$ cat src/rtl/rgmii_pkg.sv
// Shared definitions for the RGMII receive framer.
//   - nibble constants for the preamble and start-of-frame delimiter
//   - receive FSM state encoding
//   - FIFO entry layout {err, last, data[7:0]} and a helper to build one
package rgmii_pkg;

  localparam logic [3:0] PREAMBLE_NIB = 4'h5;
  localparam logic [3:0] SFD_NIB      = 4'hD;

  localparam int ENTRY_W = 10;

  typedef enum logic [1:0] {
    IDLE = 2'd0,
    PRE  = 2'd1,
    DATA = 2'd2,
    DROP = 2'd3
  } rx_state_e;

  typedef struct packed {
    logic       err;
    logic       last;
    logic [7:0] data;
  } fifo_entry_t;

  function automatic fifo_entry_t make_entry(input logic [7:0] data,
                                             input logic       last,
                                             input logic       err);
    fifo_entry_t e;
    e.data = data;
    e.last = last;
    e.err  = err;
    return e;
  endfunction

endpackage

$ cat src/rtl/rgmii_byte_fifo.sv
// First-word-fall-through FIFO for framed receive bytes.
// Ports:
//   clk, rst_n           clock, asynchronous active-low reset
//   push, push_data      write request (ignored when full) and entry
//   pop                  read request (ignored when empty)
//   pop_data             head entry, forced to zero while empty
//   empty                no entries stored
//   count, free          occupied / free entries (log2(DEPTH)+1 bits)
// Pointers carry one extra wrap bit, so count is a plain subtraction and
// a simultaneous push and pop leaves the count unchanged.
module rgmii_byte_fifo
  import rgmii_pkg::*;
#(
  parameter int DEPTH = 16,
  parameter int WIDTH = ENTRY_W
) (
  input  logic                     clk,
  input  logic                     rst_n,
  input  logic                     push,
  input  logic [WIDTH-1:0]         push_data,
  input  logic                     pop,
  output logic [WIDTH-1:0]         pop_data,
  output logic                     empty,
  output logic [$clog2(DEPTH):0]   count,
  output logic [$clog2(DEPTH):0]   free
);

  localparam int AW = $clog2(DEPTH);
  localparam logic [AW:0] DEPTH_C = (AW+1)'(DEPTH);

  logic [AW:0]      wr_ptr_q, wr_ptr_d;
  logic [AW:0]      rd_ptr_q, rd_ptr_d;
  logic [WIDTH-1:0] mem_q [DEPTH];
  logic             do_push, do_pop;

  assign count   = wr_ptr_q - rd_ptr_q;
  assign free    = DEPTH_C - count;
  assign empty   = (count == '0);
  assign do_push = push && (count != DEPTH_C);
  assign do_pop  = pop && !empty;

  // NOTE: every always_comb output gets a default first, so no path leaves
  // it unassigned and no latch is inferred.
  always_comb begin
    wr_ptr_d = wr_ptr_q;
    rd_ptr_d = rd_ptr_q;
    if (do_push) wr_ptr_d = wr_ptr_q + 1'b1;
    if (do_pop)  rd_ptr_d = rd_ptr_q + 1'b1;
  end

  // NOTE: state flops use non-blocking assignments so every flop samples
  // the pre-edge value of every other flop.
  always_ff @(posedge clk or negedge rst_n) begin
    if (!rst_n) begin
      wr_ptr_q <= '0;
      rd_ptr_q <= '0;
    end else begin
      wr_ptr_q <= wr_ptr_d;
      rd_ptr_q <= rd_ptr_d;
    end
  end

  // NOTE: the storage array has no reset; stale contents are never visible
  // because the read port is masked while empty.
  always_ff @(posedge clk) begin
    if (do_push) mem_q[wr_ptr_q[AW-1:0]] <= push_data;
  end

  assign pop_data = empty ? '0 : mem_q[rd_ptr_q[AW-1:0]];

endmodule

$ cat src/rtl/rgmii_rx_framer.sv
// RGMII receive framer: strips preamble/SFD from clk-domain RGMII nibbles,
// packs nibble pairs (low nibble first) into bytes and streams them out of
// a FWFT FIFO with end-of-frame and error tags.
// Ports:
//   clk                      system clock
//   SW0                      asynchronous active-low reset
//   nib_valid, rx_en, rx_d   nibble strobe, RX_DV and data nibble
//   out_data/out_valid/out_ready/out_last/out_err   byte stream
//   frame_cnt, err_cnt       good / bad frame counters
// Build option: define RGMII_RX_STATS_EN to build the saturating frame and
// error counters; otherwise both outputs are tied to zero.
//
// The newest byte is parked in a hold register so that when the frame ends
// it can be pushed with last=1. Ordinary data pushes keep two FIFO slots
// free, so a terminator always has room after an overflow.
module rgmii_rx_framer
  import rgmii_pkg::*;
#(
  parameter int FIFO_DEPTH   = 16,
  parameter int MAX_FRAME    = 1522,
  parameter int MIN_PREAMBLE = 6
) (
  input  logic        clk,
  input  logic        SW0,
  input  logic        nib_valid,
  input  logic        rx_en,
  input  logic [3:0]  rx_d,
  output logic [7:0]  out_data,
  output logic        out_valid,
  input  logic        out_ready,
  output logic        out_last,
  output logic        out_err,
  output logic [15:0] frame_cnt,
  output logic [15:0] err_cnt
);

  localparam int AW = $clog2(FIFO_DEPTH);
  localparam logic [AW:0]  FIFO_DEPTH_C  = (AW+1)'(FIFO_DEPTH);
  localparam logic [AW:0]  DATA_MIN_FREE = (AW+1)'(3);
  localparam logic [7:0]   MIN_PRE_C     = 8'(MIN_PREAMBLE);
  localparam logic [15:0]  MAX_FRAME_C   = 16'(MAX_FRAME);

  rx_state_e   state_q, state_d;
  logic [7:0]  pre_cnt_q, pre_cnt_d;
  logic [3:0]  lo_q, lo_d;
  logic        odd_q, odd_d;
  logic        hold_valid_q, hold_valid_d;
  logic [7:0]  hold_data_q, hold_data_d;
  logic [15:0] byte_cnt_q, byte_cnt_d;
  logic        term_pend_q, term_pend_d;

  logic        push;
  fifo_entry_t push_entry;
  logic        empty_frame;
  logic [7:0]  new_byte;
  logic [15:0] new_cnt;

  logic [ENTRY_W-1:0] pop_data;
  fifo_entry_t        pop_entry;
  logic               fifo_empty;
  logic               fifo_full;
  logic [AW:0]        fifo_count;
  logic [AW:0]        fifo_free;

  assign new_byte  = {rx_d, lo_q};
  assign new_cnt   = byte_cnt_q + 16'd1;
  assign fifo_full = (fifo_count == FIFO_DEPTH_C);

  always_comb begin
    state_d      = state_q;
    pre_cnt_d    = pre_cnt_q;
    lo_d         = lo_q;
    odd_d        = odd_q;
    hold_valid_d = hold_valid_q;
    hold_data_d  = hold_data_q;
    byte_cnt_d   = byte_cnt_q;
    term_pend_d  = term_pend_q;
    push         = 1'b0;
    push_entry   = '0;
    empty_frame  = 1'b0;

    // A pending terminator only exists in DROP/IDLE, where no other push
    // can occur, so it never competes with a data push.
    if (term_pend_q && !fifo_full) begin
      push        = 1'b1;
      push_entry  = make_entry(8'h00, 1'b1, 1'b1);
      term_pend_d = 1'b0;
    end

    if (nib_valid) begin
      unique case (state_q)
        IDLE: begin
          if (rx_en && rx_d == PREAMBLE_NIB && !term_pend_q) begin
            state_d   = PRE;
            pre_cnt_d = 8'd1;
          end
        end

        PRE: begin
          if (!rx_en) begin
            state_d = IDLE;
          end else if (rx_d == PREAMBLE_NIB) begin
            if (pre_cnt_q != 8'hFF) pre_cnt_d = pre_cnt_q + 8'd1;
          end else if (rx_d == SFD_NIB && pre_cnt_q >= MIN_PRE_C) begin
            state_d      = DATA;
            odd_d        = 1'b0;
            hold_valid_d = 1'b0;
            byte_cnt_d   = 16'd0;
          end else begin
            state_d = IDLE;
          end
        end

        DATA: begin
          if (!rx_en) begin
            state_d      = IDLE;
            hold_valid_d = 1'b0;
            odd_d        = 1'b0;
            if (!hold_valid_q) begin
              empty_frame = 1'b1;
            end else if (fifo_full) begin
              // No room for the final byte; it is lost and the frame is
              // closed by a deferred error terminator instead.
              term_pend_d = 1'b1;
            end else begin
              push       = 1'b1;
              push_entry = make_entry(hold_data_q, 1'b1, odd_q);
            end
          end else if (!odd_q) begin
            lo_d  = rx_d;
            odd_d = 1'b1;
          end else begin
            odd_d      = 1'b0;
            byte_cnt_d = new_cnt;
            if (new_cnt > MAX_FRAME_C) begin
              // Byte MAX_FRAME+1: close the frame on the held byte.
              state_d      = DROP;
              hold_valid_d = 1'b0;
              if (fifo_full || !hold_valid_q) begin
                term_pend_d = 1'b1;
              end else begin
                push       = 1'b1;
                push_entry = make_entry(hold_data_q, 1'b1, 1'b1);
              end
            end else if (hold_valid_q) begin
              if (fifo_free < DATA_MIN_FREE) begin
                state_d      = DROP;
                hold_valid_d = 1'b0;
                term_pend_d  = 1'b1;
              end else begin
                push        = 1'b1;
                push_entry  = make_entry(hold_data_q, 1'b0, 1'b0);
                hold_data_d = new_byte;
              end
            end else begin
              hold_valid_d = 1'b1;
              hold_data_d  = new_byte;
            end
          end
        end

        DROP: begin
          if (!rx_en) state_d = IDLE;
        end

        default: state_d = IDLE;
      endcase
    end
  end

  always_ff @(posedge clk or negedge SW0) begin
    if (!SW0) begin
      state_q      <= IDLE;
      pre_cnt_q    <= '0;
      lo_q         <= '0;
      odd_q        <= 1'b0;
      hold_valid_q <= 1'b0;
      hold_data_q  <= '0;
      byte_cnt_q   <= '0;
      term_pend_q  <= 1'b0;
    end else begin
      state_q      <= state_d;
      pre_cnt_q    <= pre_cnt_d;
      lo_q         <= lo_d;
      odd_q        <= odd_d;
      hold_valid_q <= hold_valid_d;
      hold_data_q  <= hold_data_d;
      byte_cnt_q   <= byte_cnt_d;
      term_pend_q  <= term_pend_d;
    end
  end

  rgmii_byte_fifo #(
    .DEPTH (FIFO_DEPTH),
    .WIDTH (ENTRY_W)
  ) u_fifo (
    .clk       (clk),
    .rst_n     (SW0),
    .push      (push),
    .push_data (push_entry),
    .pop       (out_valid && out_ready),
    .pop_data  (pop_data),
    .empty     (fifo_empty),
    .count     (fifo_count),
    .free      (fifo_free)
  );

  assign pop_entry = pop_data;
  assign out_valid = !fifo_empty;
  assign out_data  = pop_entry.data;
  assign out_last  = pop_entry.last;
  assign out_err   = pop_entry.err;

`ifdef RGMII_RX_STATS_EN
  logic [15:0] frame_cnt_q, frame_cnt_d;
  logic [15:0] err_cnt_q, err_cnt_d;

  always_comb begin
    frame_cnt_d = frame_cnt_q;
    err_cnt_d   = err_cnt_q;
    if (push && push_entry.last && !push_entry.err && frame_cnt_q != 16'hFFFF)
      frame_cnt_d = frame_cnt_q + 16'd1;
    if (((push && push_entry.err) || empty_frame) && err_cnt_q != 16'hFFFF)
      err_cnt_d = err_cnt_q + 16'd1;
  end

  always_ff @(posedge clk or negedge SW0) begin
    if (!SW0) begin
      frame_cnt_q <= '0;
      err_cnt_q   <= '0;
    end else begin
      frame_cnt_q <= frame_cnt_d;
      err_cnt_q   <= err_cnt_d;
    end
  end

  assign frame_cnt = frame_cnt_q;
  assign err_cnt   = err_cnt_q;
`else
  logic stats_unused;
  assign stats_unused = empty_frame;
  assign frame_cnt    = 16'd0;
  assign err_cnt      = 16'd0;
`endif

endmodule
$ cat config.mk
export PLATFORM = sky130hd
export DESIGN_NAME = rgmii_rx_framer
export DESIGN_NICKNAME = d
export VERILOG_FILES = /design/src/rtl/rgmii_pkg.sv /design/src/rtl/rgmii_byte_fifo.sv /design/src/rtl/rgmii_rx_framer.sv
export SDC_FILE = /design/constraint.sdc
export NUM_CORES = 1
export LEC_CHECK = 0
export CORE_MARGIN = 10
export CORE_UTILIZATION = 44
export CTS_CLUSTER_DIAMETER = 30
export DETAILED_ROUTE_END_ITERATION = 7
export DONT_BUFFER_PORTS = 1
export PLACE_DENSITY = 0.65
export SETUP_SLACK_MARGIN = 0.4
export SLEW_MARGIN = 15
export SYNTH_ARGS = -nofsm -noshare
export SYNTH_HDL_FRONTEND = slang
export SYNTH_SLANG_ARGS = --single-unit
$ cat constraint.sdc
create_clock -name clk -period 5.03 [get_ports clk]
set_clock_uncertainty 0.1 [all_clocks]
set_input_delay 1.2575 -clock clk [delete_from_list [all_inputs] [get_ports clk]]
set_output_delay 1.2575 -clock clk [all_outputs]
set_load 0.02 [all_outputs]
==> metrics.md, run 1 <==
| Metric | Value |
|---|---|
| Status | `complete, no violations` |
| DR iter-0 viols | `417` |
| Leak Pwr | `4.08 nW` |
| Synth warn | `0` |
| Rows | `54` |
| Worst hold slack | `0.329 ns` |
| Sequential power share | `35.2%` |
| Cell Int Power | `4.15 mW` |
| Area leader, netlist | `edfxtp_1` |
| Synth cell types | `67` |
| Avg WL per Cell | `21.0 µm` |
| Bufs and invs on worst path | `4` |
| Slew HR | `26.6%` |
| Pre-antenna DRT Iters | `4` |
| CTS clk-pin slew, worst paths | `0.05 ns` |
| H-tree levels | `2` |
| Fin. Hold Viols | `0` |
| PD cells | `481 mW/mm²` |
| Nets | `691` |
| Core Region | `0.0218 mm²` |
| Commonest cells post-synth | `160 x edfxtp_1, 51 x dfrtp_1, 50 x mux4_2` |
| Worst Hold Class | `primary input to asynchronous set/reset pin` |
| Fillers | `1755` |
| Largest net degree at the start of global routing | `52` |
| Finish-stage setup viols | `0` |
| Post-synthesis register bit count | `211` |
| Initial antenna violation count | `1` |
| Worst endpoint data arrival time | `3.12 ns` |
| DP Wirelength | `13500 µm` |
| Area grow syn2layout | `17.7%` |
| Net Sw Frac | `24.4%` |
| GRT Resource Usage Total | `14.3%` |
| Layout cells sized above 1 | `24.6%` |
| Worst setup SP type | `flop` |
| First-pass GRT wire length | `32300 µm` |
| Crit path max-delay family | `adder cells` |
| Post-synth EDFFs | `160` |
| Cell Count Post-Placement | `902` |
| Final Cell Area | `0.0114 mm²` |
| Sw Pwr | `1.34 mW` |
| Fmax | `223 MHz` |
| Cell Area, Placed | `0.00993 mm²` |
| Average size of a mapped cell | `15.3 µm²` |
| GR Overflow Total | `0` |
| Crit Path Category | `flop to primary output` |
| Num ports | `52` |
| Detailed Route WL | `20500 µm` |
| Clock latency on the worst-skew pair | `0.52 ns` |
| Non-Filler Instances | `974` |
| Clock buffer depth | `3` |
| Via Count | `5415` |
| Starting Density | `44.6%` |
| DRC violations left | `0` |
| ANT nets after route | `0` |
| Clock power frac | `51.1%` |
| Die H | `168 µm` |
| Mapped Area | `0.00970 mm²` |
| Max-slew violations | `0` |
| Sequential cell area fraction in the yosys report | `62.7%` |
| Critical-path cell list | `inv_1 > ha_1 > inv_1 > fa_1 > a21o_1 > a21oi_1 > xnor2_1 > inv_1 > ha_2 > clkinvlp_4 > and2_1` |
| DIE AREA | `0.0284 mm²` |
| Area contributors post-synth | `edfxtp_1 50%, dfrtp_1 13%, mux4_2 12%` |
| Period utilisation layout | `89.1%` |
| Critical Path Stages | `11` |
| CTS Hold Bufs | `0` |
| Gate power share | `13.7%` |
| Port Buffer Count | `0` |
| Layout Utilization | `52.4%` |
| CP Capture Type | `primary output` |
| Crit path largest cell delay | `0.41 ns` |
| Top_reg_cell synth | `edfxtp_1` |
| Crit path max fanout | `7` |
| Post-synth top area share | `49.6%` |
| Max stage delay cell, worst path | `dfrtp_1` |
| TritonCTS Buffers | `40` |
| CTS sink cnt | `211` |
| Count leader, synth | `edfxtp_1` |
| Syn Inst Count | `635` |
| Final GP Congestion | `0.801` |
| CTS tree | `yes` |
| Final min period | `4.48 ns` |
| Root buffer cell | `clkbuf_16` |
| Inserted Diodes | `0` |
| Fin Setup TNS | `0 ns` |
| Max Cap Viol | `0` |
| Number of global-route vias before repair | `5662` |
| Reg2Reg Depth | `14` |
| RSZ-0062 raised after global routing | `yes` |
| Async SR Flop Fraction | `24.2%` |
| CP dominant cell by count | `inv_1` |
| Via density | `5.56` |
| Required time of the worst setup path | `3.67 ns` |
| Die W | `168 µm` |
| Worst-margin pin slew | `1.09 ns` |
| VDD IR-drop max | `0.240 mV` |
[stage by stage]
stage / total power, mW / setup WS, ns
floorplan: 2.60 / 0.542
global placement: 2.70 / 0.777
detailed placement: 2.72 / 0.552
CTS: 5.53 / 0.427
global route: 5.70 / 0.366
finish: 5.49 / 0.549
[power by group through the flow]
stage	Sequential [mW]	Clock (mW)	Combinational (mW)
4_1_cts	1.93	2.84	0.765
5_1_grt	1.93	2.93	0.837
3_3_place_gp	1.96	0	0.740
3_5_place_dp	1.96	0	0.761
6_report	1.93	2.80	0.754
2_1_floorplan	1.95	0	0.651
[routing by layer]
| metal | up-vias | GRT usage, % | wire (µm) |
|---|---|---|---|
| li1 | 2464 | - | - |
| met1 | 2754 | 17.9 | 8500 |
| met2 | 155 | 23.5 | 10100 |
| met3 | 40 | 3.47 | 1230 |
| met4 | 2 | 5.83 | 633 |
| met5 | - | 0 | 12 |
[logic make-up (layout without fill, tap and decap cells)]
logic type                 after synthesis  after routing  synth area share [%]
xor gates and xnor gates                18             18                  1.63
AOI/OAI and AO/OA                       89             89                  6.28
buffers and inverters                   73            101                  4.23
adders and majority gates               17             17                  2.27
muxes                                   67             67                  13.6
DFF                                    211            211                  62.7
other                                    1             32                0.0387
and+or+nand+nor                        159            159                  9.24
[state kept, by name, summed over array words and instances, names as in the netlist]
signal and flops:
u_fifo.wr_ptr_q 5, term_pend_q 1, pre_cnt_q 8, state_q 2
u_fifo.rd_ptr_q 5, odd_q 1, byte_cnt_q 16, lo_q 4
hold_valid_q 1, hold_data_q 8, u_fifo.mem_q 160
[placed cells by master (no fill, tap or decap), types with 4 or more instances in the layout]
| cell type | instances |
|---|---|
| dfrtp_1 | 49 |
| clkinvlp_4 | 4 |
| and2_1 | 14 |
| nand4_1 | 8 |
| clkbuf_16 | 41 |
| and3_1 | 9 |
| edfxtp_1 | 160 |
| xnor2_1 | 9 |
| buf_4 | 15 |
| a21oi_1 | 11 |
| bufinv_16 | 8 |
| clkbuf_1 | 8 |
| nor2b_1 | 10 |
| mux4_2 | 50 |
| nand2b_1 | 4 |
| conb_1 | 32 |
| nor3_1 | 5 |
| inv_1 | 13 |
| nor2_1 | 30 |
| a31oi_1 | 4 |
| o21ai_0 | 32 |
| mux2_2 | 11 |
| nand3_1 | 9 |
| xor2_1 | 9 |
| o31ai_1 | 5 |
| nand2_1 | 28 |
| a21boi_0 | 10 |
| and3_2 | 9 |
| ha_1 | 15 |
[timing repair]
| item | 4_1_cts | 5_1_grt |
|---|---|---|
| buffers inserted | 0 | 0 |
| resized for setup | 1 | 14 |
| endpoints found under the hold margin | 0 | 0 |
| setup endpoints to repair | 10 | 166 |
| cloned | 0 | 1 |
[final timing paths]
| kind | start | end | slack (ns) |
|---|---|---|---|
| max in group asynchronous | SW0 | hold_data_q[3] | 4.38 |
| min in group clk | hold_data_q[1] | hold_data_q[1] | 0.39 |
| setup reg to reg | u_fifo.wr_ptr_q[0] | u_fifo.mem_q[3][7] | 0.81 |
| setup / recovery | u_fifo.wr_ptr_q[0] | out_data[5] | 0.55 |
| hold / removal | SW0 | u_fifo.wr_ptr_q[2] | 0.33 |
| hold reg to reg | hold_data_q[1] | hold_data_q[1] | 0.39 |
[area by class of cell]
type	instances	area, µm²	share of cell area [%]
flip-flops and latches	211	6080	53.3
clock buffers	50	1070	9.38
multi-input cells	382	3360	29.5
well taps	280	350	3.07
clock inverters	21	369	3.24
repair buffers	15	113	0.987
repair inverters	1	5.00	0.0439
inverters	14	56.3	0.494
No activity file was read; power rests on OpenSTA's default activity.
==> run 2, diff against run 1 <==
SLEW_MARGIN = unset   (was 15)
==> results of run 2 <==
The final DEF is identical to that of run 1; final timing and power are the same.
